`src/rtl/s38584_bitbank_wr.sv`:
```
// Write-side controller for the 16-entry single-bit state bank.
// Requests are accepted over valid/ready, held for ARM_CYCLES while g35 stays
// high, then committed into the bank in a single COMMIT cycle. Dropping g35
// while a request is pending discards it and pulses abort.
//
//  state    | meaning
//  ---------+-------------------------------------------------------------
//  S_IDLE   | ready for a request; bank_clr honoured here only
//  S_ARM    | request captured, counting the arming window
//  S_COMMIT | single cycle: write bank, bump counter, pulse done next cycle
module s38584_bitbank_wr #(
    parameter int ARM_CYCLES = 4,
    parameter int CNT_W      = 8
) (
    input  logic             CK,
    input  logic             RN,
    input  logic             g35,
    input  logic             wr_valid,
    output logic             wr_ready,
    input  logic [3:0]       wr_addr,
    input  logic             wr_data,
    input  logic             bank_clr,
    output logic [15:0]      bank_q,
    output logic             bank_par,
    output logic [CNT_W-1:0] commit_cnt,
    output logic             busy,
    output logic             done,
    output logic             abort
);

    typedef enum logic [1:0] {
        S_IDLE   = 2'd0,
        S_ARM    = 2'd1,
        S_COMMIT = 2'd2
    } state_e;

    localparam logic [3:0] ARM_LAST = 4'(ARM_CYCLES - 1);

    state_e             state_q;
    logic [3:0]         arm_cnt_q;
    logic [3:0]         idx_q;
    logic               data_q;
    logic [15:0]        bank_mem_q;
    logic               par_q;
    logic [CNT_W-1:0]   cnt_q;
    logic               busy_q;
    logic               done_q;
    logic               abort_q;

    logic [15:0]        bank_wr_d;
    logic               par_wr_d;
    logic               accept;

    // Ready is a pure function of state and the blocking inputs; RN gates it
    // so nothing can be accepted while the block is held in reset.
    assign wr_ready = RN & (state_q == S_IDLE) & g35 & ~bank_clr;
    assign accept   = wr_valid & wr_ready;

    // Bank image and parity as they will look after the pending commit.
    always_comb begin
        bank_wr_d         = bank_mem_q;
        bank_wr_d[idx_q]  = data_q;
        par_wr_d          = ^bank_wr_d;
    end

    // Sequencer FSM with registered status outputs.
    always_ff @(posedge CK or negedge RN) begin
        if (!RN) begin
            state_q    <= S_IDLE;
            arm_cnt_q  <= 4'd0;
            idx_q      <= 4'd0;
            data_q     <= 1'b0;
            bank_mem_q <= 16'h0000;
            par_q      <= 1'b0;
            cnt_q      <= '0;
            busy_q     <= 1'b0;
            done_q     <= 1'b0;
            abort_q    <= 1'b0;
        end else begin
            done_q  <= 1'b0;
            abort_q <= 1'b0;
            case (state_q)
                S_IDLE: begin
                    if (bank_clr && g35) begin
                        bank_mem_q <= 16'h0000;
                        par_q      <= 1'b0;
                    end else if (accept) begin
                        // Select bit 3 is inverted-polarity on the bank side.
                        idx_q     <= {~wr_addr[3], wr_addr[2:0]};
                        data_q    <= wr_data;
                        arm_cnt_q <= 4'd0;
                        state_q   <= S_ARM;
                        busy_q    <= 1'b1;
                    end
                end
                S_ARM: begin
                    if (!g35) begin
                        state_q <= S_IDLE;
                        busy_q  <= 1'b0;
                        abort_q <= 1'b1;
                    end else begin
                        arm_cnt_q <= arm_cnt_q + 4'd1;
                        if (arm_cnt_q == ARM_LAST) begin
                            state_q <= S_COMMIT;
                        end
                    end
                end
                S_COMMIT: begin
                    state_q <= S_IDLE;
                    busy_q  <= 1'b0;
                    if (g35) begin
                        bank_mem_q <= bank_wr_d;
                        par_q      <= par_wr_d;
                        if (cnt_q != {CNT_W{1'b1}}) begin
                            cnt_q <= cnt_q + 1'b1;
                        end
                        done_q <= 1'b1;
                    end else begin
                        abort_q <= 1'b1;
                    end
                end
                default: begin
                    state_q <= S_IDLE;
                    busy_q  <= 1'b0;
                end
            endcase
        end
    end

    assign bank_q     = bank_mem_q;
    assign bank_par   = par_q;
    assign commit_cnt = cnt_q;
    assign busy       = busy_q;
    assign done       = done_q;
    assign abort      = abort_q;

endmodule

```
`config.mk`:
```
export PLATFORM = sky130hd
export DESIGN_NAME = s38584_bitbank_wr
export DESIGN_NICKNAME = d
export VERILOG_FILES = /design/src/rtl/s38584_bitbank_wr.sv
export SDC_FILE = /design/constraint.sdc
export NUM_CORES = 1
export LEC_CHECK = 0
export CAP_MARGIN = 20
export CORE_MARGIN = 2
export CORE_UTILIZATION = 40
export CTS_CLUSTER_DIAMETER = 50
export DETAILED_ROUTE_END_ITERATION = 10
export SLEW_MARGIN = 20
export SYNTH_ARGS = -nofsm -noshare
export SYNTH_HDL_FRONTEND = slang
export SYNTH_SLANG_ARGS = --single-unit
```
`constraint.sdc`:
```
create_clock -name CK -period 2.5 [get_ports CK]
set_input_delay 0.625 -clock CK [delete_from_list [all_inputs] [get_ports CK]]
set_output_delay 0.625 -clock CK [all_outputs]
set_load 0.01 [all_outputs]
```
==> flow_metrics.tcl, run 1 <==
set metrics [dict create \
    rr_worst_depth 7 \
    cts-root-buf "clkbuf_8" \
    pwr-share-seq 0.475 \
    grt_start_max_net_pins 40 \
    numPortBuffers 38 \
    end_kind "output pin" \
    syn_area_per_cell_um2 10.5 \
    startpoint "state_q[1]" \
    die_w_um 77.1 \
    required_ns 1.88 \
    outcome "finished, final reports clean" \
    place_hpwl_um 2890 \
    synthCells 203 \
    multi_input_area_mm2 0.00109 \
    hold_viol 0 \
    firstDrtPassIters 4 \
    seqCellArea_um2 976 \
    post_cts_buffers 0 \
    switching_power_uw 668 \
    syn2layout_area_growth_pct 25.4 \
    rsz0062_at_grt "false" \
    finClkSkew_ns 0.00334 \
    drc_errors 0 \
    dieHeight_um 77.1 \
    async_flop_share 1.00 \
    grt_use_total 0.159 \
    clk_latency_ns 0.30 \
    diodes 0 \
    syn-num-nets 218 \
    synth_edf_count 0 \
    nets 261 \
    cts_made_buffers 5 \
    cts.sinks 39 \
    cts_tree "done" \
    synth_flop_cell "dfrtp_1" \
    ys_types 30 \
    grt_overflow 0 \
    cap_violations 0 \
    yosysWarnings 0 \
    cp_num_buf_inv 3 \
    drtIter0Drc 134 \
    grt_pass1_vias 1558 \
    vias 1636 \
    r2r_start "idx_q[0]" \
    dieArea_mm2 0.00595 \
    p_leak_uw 0.00112 \
    worstPathCellList "inv_1 -> ha_2 -> inv_1 -> nor3_1 -> dlygate4sd2_1" \
    swShare 0.357 \
    antenna_found_initial 0 \
    p_int_uw 1200 \
    peakVddDrop_v 0.000401 \
    viasPerCell 5.16 \
    cp_max_fo 6 \
    ys_ff_latch 39 \
    final_layout_size_suffix_gt1_frac 0.134 \
    clock.fmax_mhz 435 \
    grt_pass1_wl_um 7550 \
    stdcell_area_mm2 0.00268 \
    cts_buffer_depth 2 \
    core_mm2 0.00514 \
    slowest_delay_ns 0.41 \
    cp_top_family "buffers and inverters" \
    start_util 0.416 \
    fp-row-count 26 \
    post_dp_cell_area_mm2 0.00259 \
    startpoint_type "register" \
    p_clk_frac 0.227 \
    clk_pin_slew_ns 0.08 \
    powerDensity_mw_per_mm2 699 \
    setup_viol 0 \
    finalMaxSlewViolations 0 \
    io_pins 39 \
    gp_congestion 0.764 \
    crit_slowest_cell "dfrtp_1" \
    finalSetupTns_ns 0 \
    path_class "register to output pin" \
    syn-cell-area_mm2 0.00214 \
    slew_headroom 0.587 \
    combPwrFrac 0.299 \
    wl_um 4360 \
    tightest_slew_ns 0.620 \
    antenna_left 0 \
    fin_util 0.522 \
    wire_per_inst_um 13.8 \
    fillers 530 \
    crit_path_frequent_cell "inv_1" \
    fin_crit_ns 2.30 \
    crit_cells 5 \
    hold_path_class "primary input to asynchronous set/reset pin" \
    arrival_ns 1.67 \
    cts_max_level 2 \
    finalCritPeriodShare 0.920 \
    synth_seq_area_share 0.456 \
]
worst register-to-register path, cell delays in order (launching register included):
cell	delay, ns
dfrtp_1	0.67
nor4b_2	0.33
mux2i_1	0.34
xnor2_2	0.12
xnor2_1	0.21
xnor2_1	0.17
xnor2_1	0.14
o21ai_1	0.07
layout make-up:
class                   count  area share
flip-flops and latches     39       0.364
clock inverters             1     0.00187
repair buffers             45       0.159
clock buffers               7      0.0285
inverters                   5     0.00700
multi-input cells         150       0.407
well taps                  70      0.0327
layer usage:
layer | part of all wire | global-route usage | vias to the layer above
met4 | 0.016 | 0.0643 | 0
met5 | 0 | 0 | -
met2 | 0.48 | 0.253 | 32
met3 | 0.037 | 0.0341 | 7
li1 | - | - | 809
met1 | 0.47 | 0.213 | 788
synthesized netlist by cell type, types with 2 or more instances:
master	n	area, um^2
dfrtp_1	39	976
nand2_1	32	120
o21ai_0	22	110
xnor2_1	18	158
mux2i_1	17	170
a21oi_1	7	35.0
and4bb_2	6	75.1
mux2_2	6	67.6
ha_1	5	62.6
inv_1	5	18.8
nand4_1	5	31.3
nand4b_1	4	35.0
nor3_1	4	20.0
a31oi_1	3	18.8
and3_1	3	18.8
clkbuf_1	3	11.3
nor4b_2	3	45.0
xor2_1	3	26.3
buf_2	2	10.0
buf_4	2	15.0
buf_6	2	22.5
nor2_1	2	7.51
nor2b_1	2	12.5
o21ai_1	2	10.0
path summary, 6_finish.rpt:
| kind | end | slack [ns] |
|---|---|---|
| worst max-delay path | wr_ready | 0.20 |
| worst min-delay path | bank_q[14] | 0.44 |
| worst max register to register | bank_par | 0.32 |
| worst min register to register | bank_par | 0.49 |
| max in group asynchronous | arm_cnt_q[2] | 1.70 |
| min in group CK | bank_par | 0.49 |
cells in the final DEF (no fill, tap or decap), types with 2 or more instances in the layout:
| master | instances |
|---|---|
| nor2_1 | 2 |
| o21ai_0 | 22 |
| mux2i_1 | 17 |
| and3_1 | 3 |
| nand4b_1 | 4 |
| mux2_2 | 6 |
| xor2_1 | 3 |
| clkdlybuf4s50_1 | 36 |
| dfrtp_1 | 39 |
| a21oi_1 | 7 |
| and4bb_2 | 6 |
| ha_1 | 4 |
| buf_4 | 7 |
| clkbuf_8 | 5 |
| nor3_1 | 4 |
| nor2b_1 | 2 |
| inv_1 | 5 |
| clkbuf_1 | 2 |
| a31oi_1 | 3 |
| nand4_1 | 5 |
| xnor2_1 | 18 |
| nor4b_2 | 3 |
| nand2_1 | 32 |
power by group through the flow:
stage	Combinational, uW	Clock, uW	Sequential (uW)
finish	560	424	889
global route	619	471	913
CTS	565	444	890
detailed placement	560	0	903
floorplan	553	0	779
global placement	559	0	899
logic make-up after synthesis:
group,after synthesis,synth area share
flops,39,0.456
simple gates,64,0.184
compound gates,36,0.0889
buf+inv,14,0.0363
fa+ha+maj,5,0.0293
mux,23,0.111
xor+xnor,22,0.0936
repair_timing:
item	4_1_cts	5_1_grt
resized for setup	2	0
hold buffers	0	0
endpoints found under the setup margin	1	0
sequential cells by signal, summed over array words and instances, names as in the netlist:
register,flops
busy,1
abort,1
commit_cnt,8
state_q,2
bank_par,1
arm_cnt_q,4
bank_q,16
done,1
idx_q,4
data_q,1
metrics by stage:
step	hold slack [ns]	total power, uW	setup slack [ns]	cells
finish	0.444	1870	0.201	317
global route	0.481	2000	0.0284	317
CTS	0.462	1900	0.187	317
detailed placement	0.481	1460	-0.0350	309
global placement	0.469	1460	-0.0401	309
floorplan	0.329	1330	0.383	203
Note: power is estimated with default switching activity, not from simulation.
==> run 2, diff against run 1 <==
Settings changed: RECOVER_POWER set to 50, SETUP_SLACK_MARGIN set to 0.3.
==> run 2 against run 1 <==
Effect of this change:
- combinational power increased by 1%
- power increased by 0.64%
- maximum frequency increased by 5.0%
- global-route usage increased by 0.18 points
- largest cell class unchanged
- via count decreased by 0.18%
- clock-buffer cell count unchanged
- largest power group unchanged
- sequential share of layout area about the same
- clock skew about the same
- first-iteration DRC count decreased by 10%
- critical path depth decreased by 1
- clock power about the same
- sequential power increased by 0.8%
==> flow_metrics.tcl, run 2 (synthesis results as in run 1) <==
set metrics [dict create \
    outcome "finished, final reports clean" \
    rsz0062_at_grt "true" \
    setup_viol 0 \
    wire_per_inst_um 13.8 \
    slew_headroom 0.346 \
    fp-row-count 26 \
    nets 261 \
    start_util 0.416 \
    p_int_uw 1210 \
    setup_ws_ns 0.310 \
    post_cts_buffers 0 \
    drc_errors 0 \
    core_mm2 0.00514 \
    required_ns 1.88 \
    gp_congestion 0.764 \
    cts_buffer_depth 2 \
    firstDrtPassIters 5 \
    numPortBuffers 38 \
    pwr-share-seq 0.475 \
    grt_use_total 0.161 \
    grt_overflow 0 \
    rr_worst_depth 7 \
    p_clk_frac 0.224 \
    timing.rr.end "bank_par" \
    cp_num_buf_inv 2 \
    slowest_delay_ns 0.54 \
    finalMaxSlewViolations 0 \
    final_layout_size_suffix_gt1_frac 0.146 \
    startpoint_type "primary input" \
    arrival_ns 1.57 \
    powerDensity_mw_per_mm2 701 \
    cp_max_fo 2 \
    hold_viol 0 \
    cts_max_level 2 \
    swShare 0.356 \
    tightest_slew_ns 0.980 \
    finClkSkew_ns 0.00330 \
    cts.sinks 39 \
    viasPerCell 5.15 \
    final_common_cell "dfrtp_1" \
    antenna_left 0 \
    multi_input_area_mm2 0.00111 \
    min_from "bank_par" \
    end_kind "output pin" \
    hold_path_class "register to register" \
    cts-root-buf "clkbuf_8" \
    fillers 532 \
    cts_hold_buf 0 \
    vias 1633 \
    power.total_uw 1890 \
    clk_latency_ns 0.29 \
    grt_pass1_vias 1576 \
    largest_reg_flops 16 \
    antenna_found_initial 0 \
    clock.fmax_mhz 457 \
    ff2ff_setup_slack_ns 0.36 \
    worstPathCellList "dlygate4sd3_1 -> nand2_1 -> nor3_1 -> clkbuf_2" \
    dieHeight_um 77.1 \
    die_w_um 77.1 \
    finalCritPeriodShare 0.876 \
    dieArea_mm2 0.00595 \
    cp_top_family "buffers and inverters" \
    crit_slowest_cell "dlygate4sd3_1" \
    path_class "primary input to output pin" \
    pre_cts_ws_ns -0.0350 \
    cts_tree "done" \
    io_pins 39 \
    r2r_start "idx_q[1]" \
    combPwrFrac 0.301 \
    seqCellArea_um2 980 \
    diodes 0 \
    place_hpwl_um 2890 \
    startpoint "g35" \
    cts_made_buffers 5 \
    wl_um 4390 \
    grt_start_max_net_pins 40 \
    hold_path_end "bank_par" \
    whs_path_depth 2 \
    grt_pass1_wl_um 7610 \
    switching_power_uw 671 \
    final_cell_mix "dfrtp_1, nand2_1, clkdlybuf4s50_1" \
    syn2layout_area_growth_pct 25.8 \
    drtIter0Drc 120 \
    fin_crit_ns 2.19 \
    cap_violations 0 \
    clk_pin_slew_ns 0.08 \
    peakVddDrop_v 0.000401 \
    p_leak_uw 0.00112 \
]
-- run 2: cell count changes in the layout (fill, tap and decap cells not counted), sizes merged --
cell / previous run / this run
clkdlybuf4s50: 36 / 32
buf: 8 / 4
clkbuf: 7 / 12
dlygate4sd3: 0 / 4
dlygate4sd2: 1 / 0
-- run 2: stage by stage --
step                 util  std cells  TNS, ns  area (um^2)  hold WS (ns)
detailed placement  0.505        309  -0.0350         2590         0.481
finish              0.523        317        0         2690         0.485
global route        0.523        317        0         2690         0.507
floorplan               -        203        0         2140         0.329
CTS                 0.525        317        0         2700         0.462
global placement    0.505        309  -0.0401         2590         0.469
-- run 2: cell type report --
type,count,area share
well taps,70,0.0326
repair buffers,45,0.154
clock inverters,1,0.00186
flip-flops and latches,39,0.364
multi-input cells,150,0.412
inverters,5,0.00698
clock buffers,7,0.0284
-- run 2: worst max path at each step --
stage          slack [ns]           end  depth (start not counted)
6_report             0.31      wr_ready                          4
5_1_grt              0.17      wr_ready                          4
4_1_cts              0.31      wr_ready                          4
3_5_place_dp        -0.03      wr_ready                          4
3_3_place_gp        -0.04      wr_ready                          4
2_1_floorplan        0.38  arm_cnt_q[0]                          8
-- run 2: what timing repair did --
item	4_1_cts	5_1_grt
resized for setup	7	3
hold endpoints to repair	0	0
setup endpoints to repair	2	2
-- run 2: power groups by stage --
stage          Combinational (uW)  Sequential, uW  Clock [uW]
2_1_floorplan                 553             779           0
3_3_place_gp                  559             899           0
3_5_place_dp                  560             903           0
4_1_cts                       577             893         444
5_1_grt                       627             921         471
6_report                      568             896         422
-- run 2: routing by layer --
metal	wire, um	part of all wire	GRT usage
met5	0	0	0
met2	2140	0.49	0.257
met4	63	0.014	0.0696
met1	2030	0.46	0.212
met3	149	0.034	0.0341
-- run 2: tightest hold or removal path: stages, from the launching register on --
cell	delay, ns
dfrtp_1	0.34
nand2_1	0.05
o21ai_1	0.06
